**config.mk**
```make
export PLATFORM = sky130hd
export DESIGN_NAME = accum_16bit
export DESIGN_NICKNAME = d
export VERILOG_FILES = /design/src/rtl/accum_pkg.sv /design/src/rtl/adder_16bit.sv /design/src/rtl/accum_16bit.sv
export SDC_FILE = /design/constraint.sdc
export NUM_CORES = 1
export LEC_CHECK = 0
export CAP_MARGIN = 20
export CORE_MARGIN = 2
export CORE_UTILIZATION = 51
export DETAILED_ROUTE_END_ITERATION = 8
export PLACE_DENSITY = 0.85
export SETUP_SLACK_MARGIN = 0.15
export SLEW_MARGIN = 20
export SYNTH_ARGS = -nofsm -noshare
export SYNTH_HDL_FRONTEND = slang
export SYNTH_SLANG_ARGS = --single-unit
export TNS_END_PERCENT = 1
```
**constraint.sdc**
```tcl
create_clock -name clk -period 2.5 [get_ports clk]
set_input_delay 0.5 -clock clk [delete_from_list [all_inputs] [get_ports clk]]
set_output_delay 0.5 -clock clk [all_outputs]
set_load 0.01 [all_outputs]
```
**src/rtl/accum_pkg.sv**
```systemverilog
// Shared types and constants for the 16-bit sample accumulator.
package accum_pkg;

  localparam int unsigned DATA_W = 16;
  localparam int unsigned CNT_W  = 8;

  typedef enum logic [1:0] {
    ST_IDLE  = 2'd0,
    ST_ACCUM = 2'd1,
    ST_DONE  = 2'd2
  } state_t;

  // Complete registered state of the accumulator, updated as one unit
  typedef struct packed {
    state_t             state;
    logic [DATA_W-1:0]  acc;
    logic [CNT_W-1:0]   cnt;
    logic               ovf;
    logic               valid;
    logic               ready;
  } acc_regs_t;

  localparam acc_regs_t REGS_RST = '{
    state: ST_IDLE,
    acc:   '0,
    cnt:   '0,
    ovf:   1'b0,
    valid: 1'b0,
    ready: 1'b1
  };

endpackage

```
**src/rtl/adder_16bit.sv**
```systemverilog
// 16-bit unsigned ripple adder with carry in/out.
module adder_16bit (
  input  logic [15:0] a,
  input  logic [15:0] b,
  input  logic        cin,
  output logic [15:0] sum,
  output logic        cout
);

  assign {cout, sum} = 17'({1'b0, a}) + 17'({1'b0, b}) + 17'(cin);

endmodule

```
**src/rtl/accum_16bit.sv**
```systemverilog
// Accumulates NUM_SAMPLES unsigned 16-bit samples into one result with
// valid/ready handoff. Optional macro ACCUM_SATURATE_EN clamps on overflow.
module accum_16bit
  import accum_pkg::*;
#(
  parameter int unsigned NUM_SAMPLES = 4
) (
  input  logic              clk,
  input  logic              n_rst,
  input  logic              clear,
  input  logic [DATA_W-1:0] data_in,
  input  logic              data_valid,
  output logic              data_ready,
  output logic [DATA_W-1:0] acc_out,
  output logic              acc_valid,
  input  logic              acc_ready,
  output logic              overflow_flag,
  output logic [CNT_W-1:0]  sample_count
);

  localparam logic [CNT_W-1:0] LAST_CNT = CNT_W'(NUM_SAMPLES);

  acc_regs_t         r, r_n;
  logic [DATA_W-1:0] sum;
  logic              carry;
  logic [DATA_W-1:0] acc_nxt;
  logic [CNT_W-1:0]  cnt_nxt;

  adder_16bit u_adder (
    .a    (r.acc),
    .b    (data_in),
    .cin  (1'b0),
    .sum  (sum),
    .cout (carry)
  );

  // Once clamped, every later add either carries or adds zero, so FFFF holds
`ifdef ACCUM_SATURATE_EN
  assign acc_nxt = carry ? {DATA_W{1'b1}} : sum;
`else
  assign acc_nxt = sum;
`endif

  assign cnt_nxt = r.cnt + CNT_W'(1);

  always_ff @(posedge clk or negedge n_rst) begin
    if (!n_rst) r <= REGS_RST;
    else        r <= r_n;
  end

  // Next-state and registered-output logic
  always_comb begin
    r_n = r;
    if (clear) begin
      r_n = REGS_RST;
    end else begin
      unique case (r.state)
        ST_IDLE, ST_ACCUM: begin
          if (data_valid) begin
            r_n.acc   = acc_nxt;
            r_n.cnt   = cnt_nxt;
            r_n.ovf   = r.ovf | carry;
            r_n.state = (cnt_nxt == LAST_CNT) ? ST_DONE : ST_ACCUM;
          end
        end
        ST_DONE: begin
          if (acc_ready) r_n = REGS_RST;
        end
        default: r_n = REGS_RST;
      endcase
    end
    r_n.valid = (r_n.state == ST_DONE);
    r_n.ready = (r_n.state != ST_DONE);
  end

  assign data_ready    = r.ready;
  assign acc_out       = r.acc;
  assign acc_valid     = r.valid;
  assign overflow_flag = r.ovf;
  assign sample_count  = r.cnt;

endmodule

```
# [Yosys cells after proc, flatten, opt, wreduce, memory -nomap -nowiden]
# Cells that the tools add are included.
[totals] elab_cells=25 register_bits=29 in_bits=21
[op_classes] add_sub_neg=2 n_mux=6 n_bitwise=1 n_reduce_logical=3 eq_ne=7
[ops] op="29-bit two-way mux" n=2
[ops] op="27-bit case mux with 2 select lines" n=1
[ops] op="27-bit two-way mux" n=1
[ops] op="16-bit by 16-bit adder with 17-bit output" n=1
[ops] op="8-bit by 1-bit adder with 8-bit output (second input constant)" n=1
[ops] op="8-bit by 3-bit == test with 1-bit output (second input constant)" n=1
[ops] op="3-bit != test (second input constant)" n=2
[ops] op="2-bit == test (second input constant)" n=2
[ops] op="2-bit case mux with 2 select lines" n=1
[ops] op="2-bit by 1-bit == test with 1-bit output (second input constant)" n=1
[ops] op="2-bit zero test" n=1
[ops] op="2-bit two-way mux" n=1
[ops] op="2-bit != test (second input constant)" n=1
[ops] op="2-bit AND reduction" n=1
[ops] op="2-bit OR reduction" n=1
[ops] op="1-bit OR" n=1

# [Depth between registers and ports, before layout]
# Gate-level depths: netlist of run 1.
[depth] word_depth=7 ltp_mapped=9 ltp_nobuf=9

# [By module]
# A second synthesis of run 1 with hierarchy kept.
[hier_totals] hier_cells=216 area_unflattened_um2=2120.8
[modules_own_cells] module="accum_16bit" area_each_um2=1391.3 cells_each=122 instances=1
[modules_own_cells] module="adder_16bit" area_each_um2=729.4 cells_each=94 instances=1

# [Worst setup path after synthesis of run 1]
# OpenSTA, ideal clock, no wires.
[synth_timing] path_type="input-to-reg" from="in data_in[7]" to="reg r (netlist bit acc_out[12])" arrival_time_ns=1.845 path_stages=8 setup_slack_ns=0.526 path_cell_list="ha_1 buf_6 a21o_1 a211oi_4 nand3_2 a41oi_2 xor2_1 o21ai_1"
[synth_via] elab_chain_len=4
[synth_rtl] item="start: declaration" line_no="accum_16bit.sv:11" rtl="input logic [DATA_W-1:0] data_in,"
[synth_rtl] item="16-bit by 16-bit adder with 17-bit output" line_no="adder_16bit.sv:10" rtl="assign {cout, sum} = 17'({1'b0, a}) + 17'({1'b0, b}) + 17'(cin);"
[synth_rtl] item="27-bit two-way mux" line_no="accum_16bit.sv:59" rtl="if (data_valid) begin"
[synth_rtl] item="27-bit case mux with 2 select lines" line_no="accum_16bit.sv:57" rtl="unique case (r.state)"
[synth_rtl] item="29-bit two-way mux" line_no="accum_16bit.sv:54" rtl="if (clear) begin"
[synth_rtl] item="end signal: assignment" line_no="accum_16bit.sv:48" rtl="else r <= r_n;"
[synth_rtl] item="end: declaration" line_no="accum_16bit.sv:23" rtl="acc_regs_t r, r_n;"
# Every way passes these cells. The select of a mux whose other input is x is not followed.
# A chain may end at the register's enable or synchronous reset.

# [Worst setup path in the final report of run 1]
[layout_timing] from="in data_in[0]" to="reg r (netlist bit acc_out[12])"
# Same word-level chain as after synthesis.

==> metrics, run 1 <==
result of the run finished clean; P per Cell Area 668 nW/um^2; detailed router's first-iteration violation count 108; Post-Route WL 5000 um; worst voltage drop across the vdd grid 0.411 mV; overall via count from detail_route 1,894; first-pass GRT wire length 8390 um; Final Hold Slack 0.510 ns; number of buffers inserted by port buffering 47; starting density of the core 0.537; post-route fraction of the period consumed by the critical path 0.907; arrival time at the worst endpoint 2.48 ns; clock share of power 0.325; CP Max Fanout 3; final hold violation count 0; highest cell delay on the worst timing path 0.47 ns; number of setup violations in the final report 0; Post-Syn Instances 243; cell at the root of the clock tree clkbuf_8; met3 routing resource usage after global routing 0.0465; Worst Hold Class register to register; sequential fraction of the synthesis area 0.334; post-detail-place hpwl 3610 um; sw power 0.000573 W; Boundary Pins 48; Max Clock Freq 441 MHz; number of antenna violations at the first check in global routing 0; Inserted Clock Buffers 5; TritonCTS clock tree built; area of the die 4810 um^2; total grt overflow 0; RSZ-0062 raised after global routing yes; count of yosys warnings during synthesis 0; worst rel slew slack 0.739; wire length per cell after detailed routing 15.1 um; share of layout cells above drive strength 1 0.125; # nets final 319; total DRC errors in the routed layout 0; type of element launching the critical path primary input; First-pass DRT Iterations 4; remaining antenna violation count after routing 0; largest net degree at the start of global routing 30; MaxCap Viol Count 0; ys flop type dfrtp_1; final instance area 2720 um^2; share of async-settable or async-resettable flops after synthesis 1.00; worst-path cell chain clkdlybuf4s50_1 -> ha_1 -> inv_1 -> fa_1 -> nor2b_1 -> o2111ai_1 -> nand3_2 -> a41oi_2 -> xor2_1 -> o21ai_1; switching part of the total 0.315; synthesized area per cell 8.96 um^2; area added between synthesis and finish 25.0%; Vias/cell 5.72; vias in the first global route 1,857; syn nets 282; number of inserted filler cells in the final layout 334; clock-pin slew reported for the worst setup and hold paths after clock tree synthesis 0.07 ns; slew at the pin with the worst max-slew slack 0.391 ns; synthesis-stage register bit count 29; width of the die 69.4 um; utilization after layout 0.671; num rows 23; commonest cells after routing, fill and taps aside 47 x clkdlybuf4s50_1, 32 x nand2_1, 28 x dfrtp_1; crit path max-delay cell type clkdlybuf4s50_1; H-tree depth 2; Slew Limit Fails 0; GR met1 Demand/Resource 0.262; combined global-route utilization of all metal layers 0.216; Worst Skew 0.00516 ns; final antenna diode count 0; sequential group share of total power 0.307; clock latency on the worst-skew pair 0.29 ns; Worst setup EP type register; power share of the combinational group 0.368; Internal Pwr Total 0.00125 W; most frequent standard cell in the layout excluding fill and tap cells clkdlybuf4s50_1; global routing's busiest layer met2; Max Root-Sink Buffers 2; overall die height 69.4 um; Post-Synthesis Cell Area 2180 um^2; post-synthesis cell type count 47; Lkg Pwr 1.24 nW; count of hold-fix buffers inserted at cts 0; M2 GR Usage 0.382; min cycle time layout 2.27 ns; area after detailed placement 2570 um^2; RePlAce Congestion 0.843; data required time of the worst path 2.71 ns; number of synthesized flops with an enable pin 0; Std-Cell Core Area 4060 um^2; Sink Count 29; critical setup path kind primary input to register
[synthesized netlist by cell type, types with 3 or more instances]
library cell	number	area share
xnor2_1	6	0.024
xor2_1	10	0.040
and3_1	3	0.0086
nand4_1	3	0.0086
ha_1	17	0.098
a21oi_1	12	0.028
buf_4	25	0.086
o21ai_0	24	0.055
nand2_1	32	0.055
dfrtp_1	28	0.32
inv_1	7	0.012
nand3_1	6	0.014
buf_6	4	0.021
o21ai_1	4	0.0092
o21a_1	3	0.010
a21o_1	8	0.028
nor2_1	14	0.024
o21bai_1	3	0.010
[per-layer routing]
metal / vias to the layer above / share of wire
met3: 11 / 0.048
met5: - / 0
met4: 0 / 0.011
met2: 51 / 0.51
li1: 900 / -
met1: 932 / 0.43
[state kept, by name, summed over array words and instances, names as in the netlist]
signal,count
acc_out,16
sample_count,8
r,2
acc_valid,1
data_ready,1
overflow_flag,1
[cell type report]
class / count / area [um^2] / area share
clock buffers: 5 / 68.8 / 0.0253
flip-flops and latches: 29 / 727 / 0.267
repair buffers: 62 / 583 / 0.214
clock inverters: 3 / 65.1 / 0.0239
inverters: 7 / 26.3 / 0.00965
well taps: 50 / 62.6 / 0.0230
multi-input cells: 175 / 1190 / 0.437
[critical path: cells and delay by family]
family,cells,cell delay (ns)
XOR/XNOR,1,0.17
AND/OR/NAND/NOR,2,0.31
buffers and inverters,2,0.52
AO/OA/AOI/OAI,3,0.44
adder cells (fa/ha/maj),2,0.55
[per-stage QoR]
| stage | power (W) | worst slack, ns | cells | setup TNS, ns |
|---|---|---|---|---|
| 4_1_cts | 0.00182 | 0.155 | 330 | 0 |
| 5_1_grt | 0.00192 | 0.0837 | 331 | 0 |
| 2_1_floorplan | 0.00103 | 0.526 | 243 | 0 |
| 3_3_place_gp | 0.00120 | 0.00450 | 322 | 0 |
| 6_report | 0.00182 | 0.233 | 331 | 0 |
| 3_5_place_dp | 0.00121 | -0.120 | 322 | -0.496 |
[power groups by stage]
| stage | combinational, W | clock (W) | sequential (W) |
|---|---|---|---|
| after CTS | 0.000661 | 0.000598 | 0.000560 |
| after global routing | 0.000727 | 0.000623 | 0.000568 |
| after floorplan | 0.000476 | 0 | 0.000558 |
| after global placement | 0.000629 | 0 | 0.000566 |
| final | 0.000669 | 0.000590 | 0.000559 |
| after detailed placement | 0.000646 | 0 | 0.000568 |
[final timing paths]
kind / from / end / slack, ns / depth (start not counted)
setup / recovery: data_in[0] / acc_out[12] / 0.23 / 10
hold / removal: acc_out[6] / acc_out[6] / 0.51 / 2
setup reg to reg: acc_out[4] / acc_out[15] / 0.46 / 8
hold reg to reg: acc_out[6] / acc_out[6] / 0.51 / 2
max in group asynchronous: n_rst / data_ready / 1.58 / 2
min in group asynchronous: n_rst / acc_out[7] / 0.60 / 2
[timing repair]
item	in CTS	in global routing
pin swaps	0	1
resized for setup	1	2
buffers inserted	0	1
setup endpoints to repair	2	6
[cells by family after synthesis]
family | after synthesis | share of synthesized area
AOI/OAI and AO/OA | 71 | 0.218
muxes | 1 | 0.00460
adders and majority gates | 18 | 0.107
xor gates and xnor gates | 16 | 0.0643
and+or+nand+nor | 69 | 0.146
DFF | 29 | 0.334
buffers and inverters | 39 | 0.126
(Power assumes the default switching activity.)
==> run 2: changes to the inputs <==
--- a/config.mk
+++ b/config.mk
@@ -6,8 +6,10 @@
 export NUM_CORES = 1
 export LEC_CHECK = 0
 export CAP_MARGIN = 20
+export CORE_ASPECT_RATIO = 0.75
 export CORE_MARGIN = 2
 export CORE_UTILIZATION = 51
+export CTS_CLUSTER_DIAMETER = 60
 export DETAILED_ROUTE_END_ITERATION = 8
 export PLACE_DENSITY = 0.85
 export SETUP_SLACK_MARGIN = 0.15
==> metrics, run 2 (synthesis results as in run 1) <==
most frequent standard cell in the layout excluding fill and tap cells clkdlybuf4s50_1; MaxCap Viol Count 0 (unchanged); depth of the most critical reg-to-reg path 9 (+1); total DRC errors in the routed layout 0 (unchanged); count of hold-fix buffers inserted at cts 0 (unchanged); largest net degree at the start of global routing 30 (unchanged); min cycle time layout 2.25 ns (-0.0177 ns); CP Max Fanout 3 (unchanged); Hold Path Depth 2 (unchanged); Std-Cell Core Area 4080 um^2 (+0.52%); Max Root-Sink Buffers 2 (unchanged); utilization after layout 0.665 (-0.00626); Sink Count 29 (unchanged); result of the run finished clean; worst setup slack for register-to-register paths 0.48 ns (+0.02 ns); starting density of the core 0.534 (-0.00280); total grt overflow 0 (unchanged); post-CTS repair timing setup buffer count 0 (unchanged); type of element launching the critical path primary input; commonest cells after routing, fill and taps aside 47 x clkdlybuf4s50_1, 32 x nand2_1, 28 x dfrtp_1; detailed router's first-iteration violation count 129 (+19%); critical setup path kind primary input to register; endpoint of the worst hold path acc_out[2]; clock-pin slew reported for the worst setup and hold paths after clock tree synthesis 0.07 ns (about the same); overall via count from detail_route 1,894 (unchanged); clock latency on the worst-skew pair 0.28 ns (about the same); First-pass DRT Iterations 4 (unchanged); post-detail-place hpwl 3720 um (+3.2%); overall die height 60.6 um (-13%); Critical R2R Capture acc_out[14]; Lkg Pwr 1.23 nW (-0.89%); slew at the pin with the worst max-slew slack 0.571 ns (+0.181 ns); Post-Route WL 5000 um (about the same); Slew Limit Fails 0 (unchanged); num rows 20 (-13%); Final Hold Slack 0.519 ns (+0.00864 ns); final hold violation count 0 (unchanged); number of buffers inserted by port buffering 47 (unchanged); combined global-route utilization of all metal layers 0.221 (+0.00521); start point of the worst hold path acc_out[2]; worst rel slew slack 0.618 (-0.121); Post-Layout Cell Count 336 (+1.5%); Inserted Clock Buffers 5 (unchanged); Vias/cell 5.64 (-1.5%); final antenna diode count 0 (unchanged); total negative slack 0 ns (unchanged); Worst setup EP type register; worst voltage drop across the vdd grid 0.318 mV (-23%); Worst R2R Start acc_out[0]; Max Clock Freq 445 MHz (+0.79%); number of setup violations in the final report 0 (unchanged); share of layout cells above drive strength 1 0.121 (-0.00356); post-route fraction of the period consumed by the critical path 0.900 (-0.00709); vias in the first global route 1,780 (-4.1%); Boundary Pins 48 (unchanged); Resize count post-CTS 1 (unchanged); Worst Skew 0.0102 ns (+0.00504 ns); Cell Count Post-Placement 328 (+1.9%); max FFs per register 16 (unchanged); H-tree depth 2 (unchanged); data required time of the worst path 2.71 ns (about the same); cell at the root of the clock tree clkbuf_8; RSZ-0062 raised after global routing yes; wire length per cell after detailed routing 14.9 um (-1.4%); area added between synthesis and finish 24.5%; area of the die 4820 um^2 (+0.11%); TritonCTS clock tree built; # nets final 319 (unchanged); first-pass GRT wire length 8170 um (-2.6%); remaining antenna violation count after routing 0 (unchanged); number of antenna violations at the first check in global routing 0 (unchanged); Worst Hold Class register to register; RePlAce Congestion 0.915 (+8.5%); width of the die 79.5 um (+15%); P per Cell Area 645 nW/um^2 (-3.4%); arrival time at the worst endpoint 2.46 ns (-0.02 ns)
[run 2: layout make-up]
cell class                      count  area, um^2
Fill cell                         333        1370
Multi-Input combinational cell    175        1190
Sequential cell                    29         727
Timing Repair Buffer               62         583
Clock buffer                        7        86.3
Tap cell                           55        68.8
Clock inverter                      1        30.0
Inverter                            7        26.3
[run 2: stage by stage]
stage / area (um^2) / setup slack (ns) / total power [W]
floorplan: 2180 / 0.526 / 0.00103
global placement: 2580 / 0.0224 / 0.00121
detailed placement: 2580 / -0.0898 / 0.00123
CTS: 2710 / 0.186 / 0.00175
global route: 2710 / 0.136 / 0.00185
finish: 2710 / 0.251 / 0.00175
[run 2: power by group]
part           switching (W)  total, W  internal, W
Combinational       0.000338  0.000678     0.000339
Sequential         0.0000435  0.000561     0.000517
Clock               0.000187  0.000512     0.000325
Total               0.000569   0.00175      0.00118
[run 2: worst max path at each step]
stage	from	end	slack, ns	cells past startpoint
floorplan	data_in[7]	acc_out[12]	0.53	8
global placement	data_in[0]	acc_out[8]	0.02	10
detailed placement	data_in[1]	acc_out[11]	-0.09	8
CTS	data_in[1]	acc_out[13]	0.19	8
global route	data_in[0]	acc_out[10]	0.14	10
finish	data_in[0]	acc_out[12]	0.25	10
[run 2: layer usage]
| layer | track usage | routed length (um) | vias to the layer above |
|---|---|---|---|
| met2 | 0.373 | 2430 | 59 |
| met4 | 0.0443 | 19 | 0 |
| li1 | - | - | 899 |
| met3 | 0.0551 | 279 | 4 |
| met1 | 0.294 | 2270 | 932 |
| met5 | 0 | 0 | - |
[run 2: worst max-delay path, stage by stage]
cell	delay, ns
clkdlybuf4s50_1	0.46
ha_1	0.16
inv_1	0.06
fa_1	0.40
nor2b_1	0.16
o2111ai_1	0.16
nand3_2	0.14
a41oi_2	0.14
xor2_1	0.17
o21ai_1	0.11
==> run 3: changes to the inputs <==
--- a/config.mk
+++ b/config.mk
@@ -11,6 +11,7 @@
 export CORE_UTILIZATION = 51
 export CTS_CLUSTER_DIAMETER = 60
 export DETAILED_ROUTE_END_ITERATION = 8
+export GPL_TIMING_DRIVEN = 0
 export PLACE_DENSITY = 0.85
 export SETUP_SLACK_MARGIN = 0.15
 export SLEW_MARGIN = 20
==> metrics, run 3 (synthesis results as in run 1) <==
result of the run finished clean; max FFs per register 16 (unchanged); detailed router's first-iteration violation count 98 (-24%); min cycle time layout 2.29 ns (+0.0394 ns); Worst Skew 0.0108 ns (+0.000645 ns); area of the die 4820 um^2 (unchanged); first-pass GRT wire length 8100 um (-0.84%); RSZ-0062 raised after global routing yes; commonest cells after routing, fill and taps aside 46 x clkdlybuf4s50_1, 32 x nand2_1, 28 x dfrtp_1; Worst R2R Start acc_out[7]; utilization after layout 0.707 (+0.0420); TritonCTS clock tree built; number of antenna violations at the first check in global routing 0 (unchanged); arrival time at the worst endpoint 2.44 ns (-0.02 ns); Worst Hold Class primary input to async pin; data required time of the worst path 2.65 ns (-0.06 ns); width of the die 79.5 um (unchanged); area used by multi-input combinational logic 1260 um^2 (+5.7%); Sink Count 29 (unchanged); Post-Route WL 4880 um (-2.3%); First-pass DRT Iterations 4 (unchanged); Lkg Pwr 1.31 nW (+6.8%); overall via count from detail_route 1,914 (+1.1%); total negative slack 0 ns (unchanged); num rows 20 (unchanged); Worst setup EP type register; most frequent standard cell in the layout excluding fill and tap cells clkdlybuf4s50_1; CP Max Fanout 3 (unchanged); total power 0.00168 W (-4.0%); final hold violation count 0 (unchanged); starting density of the core 0.534 (unchanged); # nets final 337 (+5.6%); Vias/cell 5.41 (-4.1%); largest net degree at the start of global routing 30 (unchanged); type of element launching the critical path primary input; area added between synthesis and finish 32.4%; number of buffers inserted by port buffering 47 (unchanged); clock-pin slew reported for the worst setup and hold paths after clock tree synthesis 0.07 ns (about the same); remaining antenna violation count after routing 0 (unchanged); vias in the first global route 1,804 (+1.3%); post-route fraction of the period consumed by the critical path 0.915 (+0.0158); area after detailed placement 2710 um^2 (+5.0%); share of layout cells above drive strength 1 0.197 (+0.0763); RePlAce Congestion 0.854 (-6.7%); overall die height 60.6 um (unchanged); clock latency on the worst-skew pair 0.29 ns (about the same); depth of the most critical reg-to-reg path 8 (-1); Max Clock Freq 437 MHz (-1.7%); Std-Cell Core Area 4080 um^2 (unchanged); Boundary Pins 48 (unchanged); worst rel slew slack 0.569 (-0.0488); worst setup slack for register-to-register paths 0.48 ns (about the same); final antenna diode count 0 (unchanged); total grt overflow 0 (unchanged); Final Hold Slack 0.231 ns (-0.288 ns); slew at the pin with the worst max-slew slack 0.646 ns (+0.0746 ns); H-tree depth 2 (unchanged); P per Cell Area 582 nW/um^2 (-9.7%); total DRC errors in the routed layout 0 (unchanged); Inserted Clock Buffers 5 (unchanged); cell at the root of the clock tree clkbuf_8; final instance area 2880 um^2 (+6.3%); post-detail-place hpwl 3660 um (-1.7%); MaxCap Viol Count 0 (unchanged); Slew Limit Fails 0 (unchanged); Critical R2R Capture acc_out[12]; area used by sequential logic in the layout 727 um^2 (unchanged); critical setup path kind primary input to register; Max Root-Sink Buffers 2 (unchanged); combined global-route utilization of all metal layers 0.220 (-0.00101); number of setup violations in the final report 0 (unchanged); number of inserted filler cells in the final layout 308 (-7.5%); wire length per cell after detailed routing 13.8 um (-7.2%); worst voltage drop across the vdd grid 0.472 mV (+48%)
[run 3: cell types whose count changed in the layout (fill, tap and decap cells not counted), sizes merged]
| cell | delta |
|---|---|
| clkinv | +2 |
| clkbuf | +2 |
| buf | +16 |
| clkdlybuf4s50 | -1 |
| bufinv | -1 |
[run 3: worst max path at each step]
| stage | startpoint | endpoint | cells after the start |
|---|---|---|---|
| floorplan | data_in[7] | acc_out[12] | 8 |
| global placement | data_in[0] | acc_out[12] | 10 |
| detailed placement | data_in[0] | acc_out[8] | 10 |
| CTS | data_in[1] | acc_out[13] | 8 |
| global route | data_in[2] | acc_out[13] | 8 |
| finish | data_in[0] | acc_out[8] | 10 |
[run 3: power by group]
| group | switching, W | total (W) | internal (W) |
|---|---|---|---|
| sequential | 0.0000441 | 0.000561 | 0.000517 |
| clock | 0.000186 | 0.000378 | 0.000192 |
| combinational | 0.000352 | 0.000740 | 0.000388 |
[run 3: cell type report]
cell class | instances | share of cell area
Buffer | 32 | 0.0859
Clock buffer | 6 | 0.0252
Clock inverter | 2 | 0.00347
Inverter | 7 | 0.00911
Multi-Input combinational cell | 175 | 0.436
Sequential cell | 29 | 0.252
Tap cell | 55 | 0.0239
Timing Repair Buffer | 48 | 0.164
[run 3: worst max-delay path: stages]
cell	delay, ns
clkdlybuf4s50_1	0.48
ha_2	0.21
inv_1	0.06
fa_2	0.36
nor2b_2	0.16
o2111ai_2	0.14
nand2_1	0.16
a31oi_1	0.12
xor2_1	0.18
o21ai_1	0.08
[run 3: layer usage]
metal | global-route usage | routed length [um] | share of wire
met5 | 0 | 0 | 0
met3 | 0.0685 | 322 | 0.066
met2 | 0.343 | 2300 | 0.47
met4 | 0.0788 | 53 | 0.011
met1 | 0.293 | 2210 | 0.45
[run 3: repair_timing]
action | in CTS | in global routing
cloned | 0 | 0
endpoints found under the setup margin | 1 | 7
pin swaps | 0 | 8
resized for setup | 1 | 13
hold buffers | 0 | 0
setup buffers | 0 | 1
[run 3: per-stage QoR]
| step | setup WS, ns | std cells |
|---|---|---|
| floorplan | 0.526 | 243 |
| global placement | -0.126 | 345 |
| detailed placement | -0.140 | 345 |
| CTS | 0.149 | 353 |
| global route | 0.138 | 354 |
| finish | 0.211 | 354 |
